**config.mk**
```make
export PLATFORM = sky130hd
export DESIGN_NAME = axi4_master_bridge
export DESIGN_NICKNAME = d
export VERILOG_FILES = /design/src/rtl/axi4_master_bridge.sv
export SDC_FILE = /design/constraint.sdc
export NUM_CORES = 1
export LEC_CHECK = 0
export ABC_AREA = 1
export BUFFER_PORTS_ARGS = -buffer_cell sky130_fd_sc_hd__buf_4
export CELL_PAD_IN_SITES_DETAIL_PLACEMENT = 1
export CELL_PAD_IN_SITES_GLOBAL_PLACEMENT = 1
export CORE_MARGIN = 2
export CORE_UTILIZATION = 32
export CTS_CLUSTER_SIZE = 25
export DETAILED_ROUTE_END_ITERATION = 12
export PLACE_DENSITY = 0.95
export REMOVE_ABC_BUFFERS = 1
export SYNTH_ARGS = -nofsm -noshare
export SYNTH_HDL_FRONTEND = slang
export SYNTH_SLANG_ARGS = --single-unit
```
**constraint.sdc**
```tcl
create_clock -name clock -period 2.6 [get_ports clock]
set_input_delay 0.39 -clock clock [delete_from_list [all_inputs] [get_ports clock]]
set_output_delay 0.39 -clock clock [all_outputs]
set_load 0.05 [all_outputs]
```
**src/rtl/axi4_master_bridge.sv**
```systemverilog
`default_nettype none
// =============================================================================
// axi4_master_bridge : single-outstanding core request -> AXI4 master bridge.
// Optional watchdog enabled by defining AXI4_MASTER_BRIDGE_TIMEOUT_EN.
// Revision: 1.0
// =============================================================================
module axi4_master_bridge #(
    parameter logic [3:0] AXI_ID = 4'h0
) (
    input  logic        clock,
    input  logic        reset,
    input  logic        req_valid,
    output logic        req_ready,
    input  logic        req_wen,
    input  logic [31:0] req_addr,
    input  logic [31:0] req_wdata,
    input  logic [3:0]  req_wstrb,
    input  logic [7:0]  req_len,
    output logic        rsp_valid,
    output logic [31:0] rsp_rdata,
    output logic        rsp_last,
    output logic        rsp_err,
    output logic        io_master_awvalid,
    input  logic        io_master_awready,
    output logic [3:0]  io_master_awid,
    output logic [31:0] io_master_awaddr,
    output logic [7:0]  io_master_awlen,
    output logic [2:0]  io_master_awsize,
    output logic [1:0]  io_master_awburst,
    output logic        io_master_wvalid,
    input  logic        io_master_wready,
    output logic [31:0] io_master_wdata,
    output logic [3:0]  io_master_wstrb,
    output logic        io_master_wlast,
    input  logic        io_master_bvalid,
    output logic        io_master_bready,
    input  logic [3:0]  io_master_bid,
    input  logic [1:0]  io_master_bresp,
    output logic        io_master_arvalid,
    input  logic        io_master_arready,
    output logic [3:0]  io_master_arid,
    output logic [31:0] io_master_araddr,
    output logic [7:0]  io_master_arlen,
    output logic [2:0]  io_master_arsize,
    output logic [1:0]  io_master_arburst,
    input  logic        io_master_rvalid,
    output logic        io_master_rready,
    input  logic [3:0]  io_master_rid,
    input  logic [31:0] io_master_rdata,
    input  logic [1:0]  io_master_rresp,
    input  logic        io_master_rlast
);

    typedef enum logic [2:0] {
        S_IDLE  = 3'd0,
        S_RADDR = 3'd1,
        S_RDATA = 3'd2,
        S_WREQ  = 3'd3,
        S_WRESP = 3'd4
    } state_t;

    state_t      state_q, state_d;
    logic [31:0] addr_q, addr_d;
    logic [31:0] wdata_q, wdata_d;
    logic [3:0]  wstrb_q, wstrb_d;
    logic [7:0]  len_q, len_d;
    logic [7:0]  beat_q, beat_d;
    logic        aw_done_q, aw_done_d;
    logic        w_done_q, w_done_d;
    logic        rsp_valid_q, rsp_valid_d;
    logic        rsp_last_q, rsp_last_d;
    logic        rsp_err_q, rsp_err_d;
    logic [31:0] rsp_rdata_q, rsp_rdata_d;

    logic aw_hs, w_hs, b_hs, ar_hs, r_hs;
    logic r_final;
    logic wdog_fire;
    logic unused_ids;

    // Response IDs carry no information with a single outstanding transaction.
    assign unused_ids = ^{io_master_rid, io_master_bid};

    assign req_ready         = (state_q == S_IDLE) && !reset;
    assign io_master_awvalid = (state_q == S_WREQ) && !aw_done_q;
    assign io_master_wvalid  = (state_q == S_WREQ) && !w_done_q;
    assign io_master_bready  = (state_q == S_WRESP);
    assign io_master_arvalid = (state_q == S_RADDR);
    assign io_master_rready  = (state_q == S_RDATA);

    assign io_master_awid    = AXI_ID;
    assign io_master_awaddr  = addr_q;
    assign io_master_awlen   = 8'd0;
    assign io_master_awsize  = 3'b010;
    assign io_master_awburst = 2'b01;
    assign io_master_wdata   = wdata_q;
    assign io_master_wstrb   = wstrb_q;
    assign io_master_wlast   = 1'b1;
    assign io_master_arid    = AXI_ID;
    assign io_master_araddr  = addr_q;
    assign io_master_arlen   = len_q;
    assign io_master_arsize  = 3'b010;
    assign io_master_arburst = 2'b01;

    assign rsp_valid = rsp_valid_q;
    assign rsp_rdata = rsp_rdata_q;
    assign rsp_last  = rsp_last_q;
    assign rsp_err   = rsp_err_q;

    assign aw_hs = io_master_awvalid && io_master_awready;
    assign w_hs  = io_master_wvalid  && io_master_wready;
    assign b_hs  = io_master_bready  && io_master_bvalid;
    assign ar_hs = io_master_arvalid && io_master_arready;
    assign r_hs  = io_master_rready  && io_master_rvalid;

`ifdef AXI4_MASTER_BRIDGE_TIMEOUT_EN
    logic [7:0] wdog_q, wdog_d;
    logic       any_hs;

    assign any_hs    = aw_hs | w_hs | b_hs | ar_hs | r_hs;
    // Fires on the edge where the counter would reach 255.
    assign wdog_fire = (state_q != S_IDLE) && !any_hs && (wdog_q == 8'd254);

    always_comb begin
        wdog_d = 8'd0;
        if ((state_q != S_IDLE) && !any_hs) begin
            wdog_d = wdog_q + 8'd1;
        end
    end

    always_ff @(posedge clock) begin
        if (reset) begin
            wdog_q <= 8'd0;
        end else begin
            wdog_q <= wdog_d;
        end
    end
`else
    assign wdog_fire = 1'b0;
`endif

    always_comb begin
        state_d     = state_q;
        addr_d      = addr_q;
        wdata_d     = wdata_q;
        wstrb_d     = wstrb_q;
        len_d       = len_q;
        beat_d      = beat_q;
        aw_done_d   = aw_done_q;
        w_done_d    = w_done_q;
        rsp_valid_d = 1'b0;
        rsp_last_d  = 1'b0;
        rsp_err_d   = 1'b0;
        rsp_rdata_d = rsp_rdata_q;
        r_final     = 1'b0;

        case (state_q)
            S_IDLE: begin
                if (req_valid && req_ready) begin
                    addr_d    = req_addr;
                    wdata_d   = req_wdata;
                    wstrb_d   = req_wstrb;
                    len_d     = req_len;
                    beat_d    = 8'd0;
                    aw_done_d = 1'b0;
                    w_done_d  = 1'b0;
                    state_d   = req_wen ? S_WREQ : S_RADDR;
                end
            end
            S_RADDR: begin
                if (ar_hs) begin
                    state_d = S_RDATA;
                end
            end
            S_RDATA: begin
                if (r_hs) begin
                    // A beat-count/rlast disagreement ends the burst as an error.
                    r_final     = io_master_rlast || (beat_q == len_q);
                    rsp_valid_d = 1'b1;
                    rsp_rdata_d = io_master_rdata;
                    rsp_last_d  = r_final;
                    rsp_err_d   = (io_master_rresp != 2'b00)
                                || (io_master_rlast && (beat_q < len_q))
                                || ((beat_q == len_q) && !io_master_rlast);
                    beat_d      = beat_q + 8'd1;
                    if (r_final) begin
                        state_d = S_IDLE;
                    end
                end
            end
            S_WREQ: begin
                aw_done_d = aw_done_q || aw_hs;
                w_done_d  = w_done_q  || w_hs;
                if (aw_done_d && w_done_d) begin
                    state_d = S_WRESP;
                end
            end
            S_WRESP: begin
                if (b_hs) begin
                    state_d     = S_IDLE;
                    rsp_valid_d = 1'b1;
                    rsp_last_d  = 1'b1;
                    rsp_err_d   = (io_master_bresp != 2'b00);
                end
            end
            default: begin
                state_d = S_IDLE;
            end
        endcase

        if (wdog_fire) begin
            state_d     = S_IDLE;
            rsp_valid_d = 1'b1;
            rsp_last_d  = 1'b1;
            rsp_err_d   = 1'b1;
        end
    end

    always_ff @(posedge clock) begin
        if (reset) begin
            state_q     <= S_IDLE;
            addr_q      <= 32'd0;
            wdata_q     <= 32'd0;
            wstrb_q     <= 4'd0;
            len_q       <= 8'd0;
            beat_q      <= 8'd0;
            aw_done_q   <= 1'b0;
            w_done_q    <= 1'b0;
            rsp_valid_q <= 1'b0;
            rsp_last_q  <= 1'b0;
            rsp_err_q   <= 1'b0;
            rsp_rdata_q <= 32'd0;
        end else begin
            state_q     <= state_d;
            addr_q      <= addr_d;
            wdata_q     <= wdata_d;
            wstrb_q     <= wstrb_d;
            len_q       <= len_d;
            beat_q      <= beat_d;
            aw_done_q   <= aw_done_d;
            w_done_q    <= w_done_d;
            rsp_valid_q <= rsp_valid_d;
            rsp_last_q  <= rsp_last_d;
            rsp_err_q   <= rsp_err_d;
            rsp_rdata_q <= rsp_rdata_d;
        end
    end

endmodule
`default_nettype wire

```
After elaboration in Yosys (flattened, before gate mapping)
Index checks and enable logic that the tools add are counted.
W data, S select, Z words.
- equal/unequal tests: 11
- $mul: 0
- order comparisons: 1
- shifts and indexed selects: 0
- reductions and logical operators: 31
- mux-type cells: 22
- divide/modulo/power cells: 0
- bitwise logic cells: 0
- add/subtract/negate cells: 1
- operators with widths (cell ; number):
    $mux W3 ; 6
    $mux W8 ; 2
    $pmux W8 S2 ; 1
    $pmux W3 S5 ; 1
    $logic_and A1 B1 Y1 ; 12
    $ne A2 B1 Y1 const B ; 6
    $pmux W1 S2 ; 5
    $add A8 B1 Y8 const B ; 1
    $eq A8 B8 Y1 ; 1
    $lt A8 B8 Y1 ; 1
    $reduce_bool A2 Y1 ; 4
    $eq A3 B2 Y1 const B ; 2
    $mux W1 ; 6
    $reduce_and A2 Y1 ; 3
    $reduce_and A6 Y1 ; 1
    $logic_or A1 B1 Y1 ; 5
    $logic_not A1 Y1 ; 4
    $eq A3 B1 Y1 const B ; 1
    $eq A3 B3 Y1 const B ; 1
    $logic_not A3 Y1 ; 1
    $reduce_and A3 Y1 ; 1
    $mux W2 ; 1
- memories: 0
- output and inout port bits: 176
- bits in writable memories: 0
- word-level logic and storage cells: 78
- latch bits: 0
- ROM bits: 0
- flip-flop bits (word level): 124

Longest topological paths before layout
Gate-level depths: netlist (run 1).
- depth after elaboration: 7
- depth in mapped cells: 12
- gate-level depth less buffers: 12

Worst setup path after synthesis (run 1)
Ideal clock, no wire load.
- kind: register to register
- start: reg state_q[2]
- end: reg state_q[0]
- library setup time: 113 ps
- cell stages (with the launch flop): 10
- data arrival time: 2154 ps
- path slack: 333 ps
- cell sequence: dfxtp_1 > inv_1 > nor3_1 > nand2_1 > nand3_1 > inv_1 > nand2_1 > nor2_1 > nor2_1 > nor2_1
- RTL lines (element ; line ; source):
    start: declaration ; 62 ; state_t state_q, state_d;
    start signal: assignment ; 233 ; state_q <= state_d;
    $eq A3 B3 Y1 (*) ; 86 ; assign io_master_bready = (state_q == S_WRESP);
    net io_master_bready ; 36 ; output logic io_master_bready,
    $logic_and A1 B1 Y1 ; 111 ; assign b_hs = io_master_bready && io_master_bvalid;
    $ne A2 B1 Y1 (no source line) ; - ;
    $reduce_and A6 Y1 (no source line) ; - ;
Mark *: on every way through the listed nets, which the timed path passes. The rest lies on a longest branch.
A chain may end at the register's enable or synchronous reset.

Worst setup path after layout (run 1)
- start: reg state_q[1]
- end: reg rsp_rdata_q[6] (netlist: rsp_rdata[6])
- word-level cells in the longest chain between the ends: 3
- ends and longest elaborated chain (element ; line ; source):
    $eq A3 B2 Y1 (*) ; 88, 156 ;
    $logic_and A1 B1 Y1 ; 113 ; assign r_hs = io_master_rready && io_master_rvalid;
    $reduce_and A2 Y1 (no source line) (*) ; - ;
    end signal: assignment ; 244 ; rsp_rdata_q <= rsp_rdata_d;
    end: declaration ; 73 ; logic [31:0] rsp_rdata_q, rsp_rdata_d;
Every way passes the cells marked *; elsewhere a longest branch is shown, timed or not.

==> flow_metrics.env, run 1 <==
export IMPL_dr_wl_met3_um=1640
export IMPL_drt_iter0_drc=138
export IMPL_wl_per_cell_um=15.3
export IMPL_worstMarginPinSlew_ns=0.624
export IMPL_sw_frac_of_total_pct=43.7
export IMPL_dieHeight_um=131
export IMPL_initial_core_util_pct=32.6
export IMPL_p_switching_mw=3.58
export IMPL_htree_levels=4
export IMPL_cap_violations=0
export IMPL_clk_path_buf_depth=2
export IMPL_portBuffers=270
export IMPL_via_per_inst=4.56
export IMPL_synth_seq_cells=124
export IMPL_finalMaxSlewViolations=0
export IMPL_rows=46
export IMPL_rr_worst_depth=6
export IMPL_holdCritPathClass="input pin to flop"
export IMPL_synthesis_area_mm2=0.00515
export IMPL_final_util_pct=48.2
export IMPL_postCtsHoldBufs=0
export IMPL_cts_resized_gates=0
export IMPL_antenna_cells=0
export IMPL_synth_cell_types=26
export IMPL_grt_pass1_wl_um=25600
export IMPL_hold_depth=3
export IMPL_setup_ws_ns=0.545
export IMPL_grt_use_total_pct=19.5
export IMPL_insertion_delay_ns=0.41
export IMPL_critPathKind="flop to flop"
export IMPL_hpwl_um=13100
export IMPL_top_layer="met4"
export IMPL_whs_ns=0.173
export IMPL_fin_nets=1048
export IMPL_setup_viol=0
export IMPL_clock_sinks=124
export IMPL_ys_seq_area_share_pct=48.2
export IMPL_p_seq_share_pct=29.7
export IMPL_finalHoldViolCount=0
export IMPL_yosys_warnings=0
export IMPL_crit_fanout=37
export IMPL_vdd_drop_max_mv=0.493
export IMPL_syn_avg_cell_area_um2=7.56
export IMPL_clock_power_share_pct=29.5
export IMPL_ant_nets=0
export IMPL_period_share_pct=79.1
export IMPL_antenna_found_initial=0
export IMPL_max_slew_margin_pct=58.3
export IMPL_grt_overflow=0
export IMPL_intPower_mw=4.61
export IMPL_io_pins=306
export IMPL_end_kind="flop"
export IMPL_drc=0
export IMPL_drive_gt1_share_pct=34.5
export IMPL_final_cells=1138
export IMPL_place_area_mm2=0.00702
export IMPL_fin_skew_ns=0.0106
export IMPL_startpoint_type="flop"
export IMPL_grt_pass1_vias=5136
export IMPL_dieArea_mm2=0.0171
export IMPL_yosysTopAreaCellShare_pct=48.2
export IMPL_cts_buffers_inserted=17
export IMPL_met1Wirelength_um=6520
export IMPL_root_buffer="clkbuf_16"
export IMPL_power_density_mw_per_mm2=1070
export IMPL_cts_setup_buffers=0
export IMPL_cts_tree="yes"
export IMPL_rsz0062_at_grt="no"
export IMPL_p_leak_nw=3.90
export IMPL_cp_arrival_ns=2.39
export IMPL_power_frac_comb_pct=40.7
export IMPL_dp_cells=1106
export IMPL_yosys_area_top_type="dfxtp_1"
export IMPL_die_x_um=131
export IMPL_vias=5189
export IMPL_area_delta_synth_final_pct=47.9
export IMPL_dp_slack_ns=0.508
export IMPL_grt_max_degree=61
export IMPL_dr_wl_met2_um=8950
export IMPL_clk_pin_slew_ns=0.06
export IMPL_first_pass_iters=6
export IMPL_outcome="finished clean"
export IMPL_coreArea_mm2=0.0158
export IMPL_final_cell_area_mm2=0.00762
export IMPL_final_min_clock_period_ns=2.06
export IMPL_synthCells=682
export IMPL_cp_required_ns=2.93
export IMPL_synth_area_leaders="dfxtp_1, nand2_1, buf_4, nand3_1, a21oi_1"
export IMPL_fmax_mhz=487
export IMPL_r2r_slack_ns=0.54
export IMPL_routabilityCongestion=0.801
export IMPL_drt_wl_total_um=17400
==> state kept, by name, summed over array words and instances (netlist names) <==
name / cells
w_done_q: 1
rsp_last: 1
rsp_valid: 1
io_master_arlen: 8
aw_done_q: 1
rsp_err: 1
io_master_wstrb: 4
beat_q: 8
io_master_wdata: 32
io_master_araddr: 32
rsp_rdata: 32
state_q: 3
==> layout make-up <==
type	instances	area (µm²)
Inverter	35	131
Timing Repair Buffer	276	2100
Sequential cell	124	2480
Tap cell	216	270
Clock buffer	19	453
Fill cell	1990	8200
Clock inverter	13	153
Multi-Input combinational cell	455	2040
==> power groups by stage <==
stage	Sequential (mW)	Clock (mW)	Combinational, mW
2_1_floorplan	3.75	0	0.906
3_3_place_gp	2.46	0	3.28
3_5_place_dp	2.48	0	3.35
4_1_cts	2.44	2.48	3.37
5_1_grt	2.48	2.56	3.55
6_report	2.44	2.42	3.34
==> cell usage in the layout (no fill, tap or decap), drive strengths merged, types with 2 or more instances in the layout <==
master and instances:
o21bai 2, nand2 241, nor3 3, dfxtp 124
ha 9, a21oi 51, buf 276, nand3 82
bufinv 2, clkinvlp 3, nand4 2, o21ai 10
conb 27, nor2 23, inv 42, clkbuf 19
==> routing by layer <==
metal | global-route usage (%) | up-vias
li1 | - | 2535
met1 | 19.5 | 2433
met2 | 36.5 | 202
met3 | 7.49 | 19
met4 | 7.32 | 0
met5 | 0 | -
==> kinds of logic after synthesis <==
logic type	after synthesis	synth area share, %
and+or+nand+nor	351	28.3
buffers and inverters	128	14.2
DFF	124	48.2
AOI/OAI and AO/OA	66	6.68
adders and majority gates	9	2.19
xor gates and xnor gates	2	0.340
other	2	0.146
==> cell usage after synthesis <==
library cell,number
nand2_1,238
dfxtp_1,124
nand3_1,82
buf_4,62
a21oi_1,51
inv_1,32
nor2_1,21
buf_2,15
o21ai_0,10
clkbuf_1,9
ha_1,9
buf_1,7
inv_2,3
conb_1,2
nand2_2,2
nand4_1,2
nor2_2,2
nor3_1,2
o21bai_1,2
a21o_1,1
a31o_2,1
nand2_4,1
nor3_4,1
o21a_1,1
xnor2_1,1
xor2_1,1
==> critical path, cell delays in order (launching register included) <==
cell and delay (ns):
dfxtp_1 0.40, inv_1 0.11, nor3_4 0.26, nand2_4 0.32, inv_2 0.58, nand2_1 0.14
a21oi_1 0.15
==> final timing paths <==
check / from / to
max: state_q[1]$_SDFFE_PP0P_ / rsp_rdata[6]$_SDFFE_PP0P_
min reg2reg: io_master_wdata[23]$_SDFFE_PP0P_ / io_master_wdata[23]$_SDFFE_PP0P_
min: req_addr[14] / io_master_araddr[14]$_SDFFE_PP0P_
max reg2reg: state_q[1]$_SDFFE_PP0P_ / rsp_rdata[6]$_SDFFE_PP0P_
==> metrics by stage <==
stage / TNS [ns] / power [mW]
after detailed placement: 0 / 5.82
after floorplan: -21.36 / 4.65
after global placement: 0 / 5.74
after global routing: 0 / 8.58
final: 0 / 8.19
after CTS: 0 / 8.29
(Power assumes the default switching activity.)
==> run 2: changes to the inputs <==
CORE_UTILIZATION = 29   (was 32)
PLACE_DENSITY = 0.9   (was 0.95)
clock period = 1.9 ns   (was 2.6 ns; I/O delays follow)
==> flow_metrics.env, run 2 (synthesis gave the netlist of run 1 again) <==
export IMPL_outcome="finished clean"
export IMPL_r2r_end="state_q[0]$_SDFFE_PP0P_"
export IMPL_via_per_inst=4.48
export IMPL_rr_startpoint="io_master_arlen[5]$_SDFFE_PP0P_"
export IMPL_cts_buffers_inserted=17
export IMPL_initial_core_util_pct=29.7
export IMPL_intPower_mw=6.44
export IMPL_fin_skew_ns=0.0126
export IMPL_r2r_slack_ns=0.20
export IMPL_insertion_delay_ns=0.42
export IMPL_finalMaxSlewViolations=0
export IMPL_dieArea_mm2=0.0189
export IMPL_io_pins=306
export IMPL_wl_per_cell_um=14.8
export IMPL_cp_arrival_ns=1.50
export IMPL_grt_pass1_vias=5113
export IMPL_setup_viol=0
export IMPL_p_seq_share_pct=29.5
export IMPL_cp_slowest_stage_delay_ns=0.47
export IMPL_portBuffers=270
export IMPL_final_cell_area_mm2=0.00768
export IMPL_setup_tns_ns=0
export IMPL_end_kind="primary output"
export IMPL_holdCritPathClass="input pin to flop"
export IMPL_finalHoldViolCount=0
export IMPL_coreArea_mm2=0.0174
export IMPL_final_cell_mix="buf_4, nand2_1, dfxtp_1"
export IMPL_power_frac_comb_pct=40.8
export IMPL_fin_nets=1052
export IMPL_period_share_pct=93.7
export IMPL_first_pass_iters=4
export IMPL_drive_gt1_share_pct=34.6
export IMPL_cts_setup_buffers=0
export IMPL_drt_wl_total_um=17100
export IMPL_use_met3_pct=6.36
export IMPL_p_switching_mw=4.83
export IMPL_final_min_clock_period_ns=1.78
export IMPL_clk_path_buf_depth=2
export IMPL_final_cells=1151
export IMPL_fmax_mhz=561
export IMPL_crit_fanout=6
export IMPL_clock_power_share_pct=29.7
export IMPL_dieHeight_um=137
export IMPL_grt_pass1_wl_um=25400
export IMPL_drc=0
export IMPL_htree_levels=4
export IMPL_p_leak_nw=3.91
export IMPL_cp_required_ns=1.62
export IMPL_hold_depth=3
export IMPL_clk_pin_slew_ns=0.06
export IMPL_antenna_cells=0
export IMPL_sw_frac_of_total_pct=42.8
export IMPL_root_buffer="clkbuf_16"
export IMPL_drt_iter0_drc=143
export IMPL_min_delay_start="req_wdata[30]"
export IMPL_power_density_mw_per_mm2=1470
export IMPL_critPathKind="flop to primary output"
export IMPL_cts_tree="yes"
export IMPL_rsz0062_at_grt="no"
export IMPL_hold_path_end="io_master_wdata[30]$_SDFFE_PP0P_"
export IMPL_area_delta_synth_final_pct=49.1
export IMPL_top_usage_layer="met2"
export IMPL_hpwl_um=12600
export IMPL_rows=48
export IMPL_die_x_um=137
export IMPL_cap_violations=0
export IMPL_grt_overflow=0
export IMPL_use_met1_pct=18.4
export IMPL_grt_use_total_pct=17.5
export IMPL_routabilityCongestion=0.739
export IMPL_layout_commonest_cell="buf_4"
export IMPL_ant_nets=0
export IMPL_vdd_drop_max_mv=0.709
export IMPL_dp_cells=1119
export IMPL_place_area_mm2=0.00707
export IMPL_use_met2_pct=31.5
export IMPL_postCtsHoldBufs=0
export IMPL_antenna_found_initial=0
export IMPL_vias=5160
export IMPL_startpoint_type="flop"
export IMPL_path_cells="nand3_1 -> nor2_1 -> buf_4"
export IMPL_clock_sinks=124
export IMPL_grt_max_degree=61
export IMPL_rr_worst_depth=11
export IMPL_critPathSlowestCell="dfxtp_1"
## run 2: changes by cell type in the layout (fill, tap and decap cells not counted), sizes merged
cell / previous run / this run
inv: 42 / 35
clkbuf: 19 / 22
buf: 276 / 280
bufinv: 2 / 3
clkinvlp: 3 / 6
## run 2: power by group through the flow
stage	logic [mW]	registers, mW	clock network (mW)
after floorplan	1.24	5.13	0
after global placement	4.55	3.35	0
after detailed placement	4.63	3.38	0
after CTS	4.64	3.33	3.43
after global routing	4.88	3.38	3.52
final	4.60	3.33	3.35
## run 2: how the worst max path moves through the flow
stage	start	to	slack, ns	cells past startpoint
3_3_place_gp	io_master_arlen[7]$_SDFFE_PP0P_	state_q[0]$_SDFFE_PP0P_	0.33	11
6_report	state_q[0]$_SDFFE_PP0P_	io_master_awvalid	0.12	3
5_1_grt	state_q[0]$_SDFFE_PP0P_	io_master_awvalid	0.03	3
3_5_place_dp	io_master_arlen[7]$_SDFFE_PP0P_	state_q[0]$_SDFFE_PP0P_	0.24	11
2_1_floorplan	state_q[0]$_SDFFE_PP0P_	beat_q[5]$_SDFFE_PP0P_	-1.12	8
4_1_cts	state_q[2]$_SDFFE_PP0P_	io_master_bready	0.07	3
## run 2: layer usage
metal	vias up	wire, µm
met2	205	8630
met4	0	315
li1	2536	-
met5	-	0
met3	19	1540
met1	2400	6570
## run 2: cell type report
| type | count | area [µm²] |
|---|---|---|
| fill | 2138 | 9670 |
| inverter | 35 | 131 |
| tap | 225 | 282 |
| clock buffer | 22 | 464 |
| multi-input combinational | 455 | 2040 |
| timing repair buffer | 280 | 2140 |
| clock inverter | 10 | 140 |
| sequential | 124 | 2480 |
## run 2: timing repair
item | in CTS | in global routing
resized for setup | 0 | 1
setup endpoints to repair | 0 | 1
hold endpoints to repair | 0 | 0
## run 2: through the flow
step | util, % | setup slack (ns) | total power, mW | hold WS [ns]
2_1_floorplan | - | -1.12 | 6.37 | 0.354
3_3_place_gp | 40.8 | 0.326 | 7.90 | 0.453
3_5_place_dp | 40.8 | 0.237 | 8.01 | 0.458
4_1_cts | 44.2 | 0.0719 | 11.4 | 0.0400
5_1_grt | 44.3 | 0.0296 | 11.8 | 0.0587
6_report | 44.3 | 0.119 | 11.3 | 0.0551
## run 2: critical path: cells and delay by family (launching register included)
kind	cells	cell delay, ns
flip-flops	1	0.47
buffers and inverters	1	0.22
AND/OR/NAND/NOR	2	0.40
==> run 3: changes to the inputs <==
CELL_PAD_IN_SITES_DETAIL_PLACEMENT = unset   (was 1)
CELL_PAD_IN_SITES_GLOBAL_PLACEMENT = unset   (was 1)
CORE_AREA = 2 2 118 120   (was unset)
CORE_MARGIN = unset   (was 2)
CORE_UTILIZATION = unset   (was 29)
DIE_AREA = 0 0 120 122   (was unset)
PLACE_DENSITY = 0.83   (was 0.9)
==> flow_metrics.env, run 3 (synthesis gave the netlist of run 1 again) <==
export IMPL_outcome="finished clean"
export IMPL_cp_required_ns=1.62
export IMPL_rows=43
export IMPL_grt_overflow=0
export IMPL_antenna_cells=0
export IMPL_clk_pin_slew_ns=0.06
export IMPL_fin_skew_ns=0.00560
export IMPL_fillers=1310
export IMPL_io_pins=306
export IMPL_dieHeight_um=122
export IMPL_rr_startpoint="state_q[2]$_SDFFE_PP0P_"
export IMPL_finalMaxSlewViolations=0
export IMPL_drive_gt1_share_pct=34.7
export IMPL_grt_pass1_wl_um=22000
export IMPL_rsz0062_at_grt="no"
export IMPL_cts_tree="yes"
export IMPL_postCtsHoldBufs=0
export IMPL_final_min_clock_period_ns=1.76
export IMPL_setup_viol=0
export IMPL_cp_arrival_ns=1.47
export IMPL_cts_buffers_inserted=17
export IMPL_startpoint_type="flop"
export IMPL_coreArea_mm2=0.0135
export IMPL_min_delay_start="req_addr[30]"
export IMPL_setup_ws_ns=0.140
export IMPL_portBuffers=270
export IMPL_p_leak_nw=3.92
export IMPL_fin_nets=1052
export IMPL_final_cell_area_mm2=0.00763
export IMPL_hpwl_um=10400
export IMPL_power_density_mw_per_mm2=1440
export IMPL_dp_slack_ns=0.314
export IMPL_insertion_delay_ns=0.41
export IMPL_final_util_pct=56.5
export IMPL_cts_setup_buffers=0
export IMPL_fmax_mhz=568
export IMPL_drt_iter0_drc=193
export IMPL_drc=0
export IMPL_routabilityCongestion=0.810
export IMPL_wl_per_cell_um=12.8
export IMPL_root_buffer="clkbuf_16"
export IMPL_cts_resized_gates=0
export IMPL_grt_pass1_vias=4534
export IMPL_cp_startpoint="state_q[0]$_SDFFE_PP0P_"
export IMPL_via_per_inst=4.51
export IMPL_drt_wl_total_um=14200
export IMPL_clk_path_buf_depth=2
export IMPL_crit_fanout=5
export IMPL_layout_commonest_cell="buf_4"
export IMPL_htree_levels=4
export IMPL_grt_max_degree=71
export IMPL_met1Wirelength_um=5720
export IMPL_cap_violations=0
export IMPL_finalHoldViolCount=0
export IMPL_end_kind="primary output"
export IMPL_ant_nets=0
export IMPL_area_delta_synth_final_pct=48.0
export IMPL_final_cell_mix="buf_4, nand2_1, dfxtp_1"
export IMPL_period_share_pct=92.6
export IMPL_place_area_mm2=0.00704
export IMPL_clock_sinks=124
export IMPL_vias=4991
export IMPL_first_pass_iters=4
export IMPL_dr_wl_met3_um=1290
export IMPL_initial_core_util_pct=38.2
export IMPL_top_layer="met4"
export IMPL_die_x_um=120
export IMPL_grt_use_total_pct=19.1
export IMPL_critPathKind="flop to primary output"
export IMPL_holdCritPathClass="input pin to flop"
export IMPL_antenna_found_initial=0
export IMPL_dieArea_mm2=0.0146
export IMPL_vdd_drop_max_mv=0.755
export IMPL_dr_wl_met2_um=6930
==> run 3: changes by cell type in the layout (fill, tap and decap cells not counted), sizes merged <==
| cell | change |
|---|---|
| clkinv | +5 |
| clkinvlp | -3 |
| inv | +2 |
| clkbuf | -3 |
| bufinv | -1 |
==> run 3: routing by layer <==
layer  global-route usage (%)  vias to the layer above
met3                     7.26                       18
met5                        0                        -
li1                         -                     2545
met1                     21.6                     2219
met4                     7.13                        0
met2                     32.7                      209
==> run 3: cell type report <==
type                            count  area [µm²]  area share (%)
Clock buffer                       19         443            5.81
Clock inverter                     13         141            1.85
Inverter                           35         131            1.72
Multi-Input combinational cell    455        2040            26.7
Sequential cell                   124        2480            32.6
Tap cell                          180         225            2.95
Timing Repair Buffer              280        2160            28.4
==> run 3: final timing paths <==
| path | depth (start not counted) | end | slack, ns |
|---|---|---|---|
| max | 3 | io_master_bready | 0.14 |
| min | 3 | io_master_araddr[30]$_SDFFE_PP0P_ | 0.07 |
| max reg2reg | 8 | io_master_wdata[20]$_SDFFE_PP0P_ | 0.31 |
| min reg2reg | 2 | io_master_wdata[22]$_SDFFE_PP0P_ | 0.46 |
==> run 3: power breakdown <==
| group | leakage (nW) | switching [mW] | total, mW | internal (mW) |
|---|---|---|---|---|
| combinational | 2.63 | 3.25 | 4.56 | 1.30 |
| clock | 0.280 | 1.18 | 3.15 | 1.97 |
| sequential | 1.01 | 0.275 | 3.31 | 3.03 |
==> run 3: worst max-delay path, stage by stage, from the launching register on <==
cell     delay [ns]
dfxtp_1        0.31
buf_4          0.15
nor3_1         0.34
buf_4          0.27
==> run 3: through the flow <==
| stage | hold WS, ns | TNS [ns] | power [mW] | cells |
|---|---|---|---|---|
| CTS | 0.0427 | 0 | 11.1 | 1106 |
| global placement | 0.452 | 0 | 7.89 | 1074 |
| finish | 0.0690 | 0 | 11.0 | 1106 |
| detailed placement | 0.456 | 0 | 7.94 | 1074 |
| floorplan | 0.354 | -82.15 | 6.37 | 614 |
| global route | 0.0556 | 0 | 11.6 | 1106 |
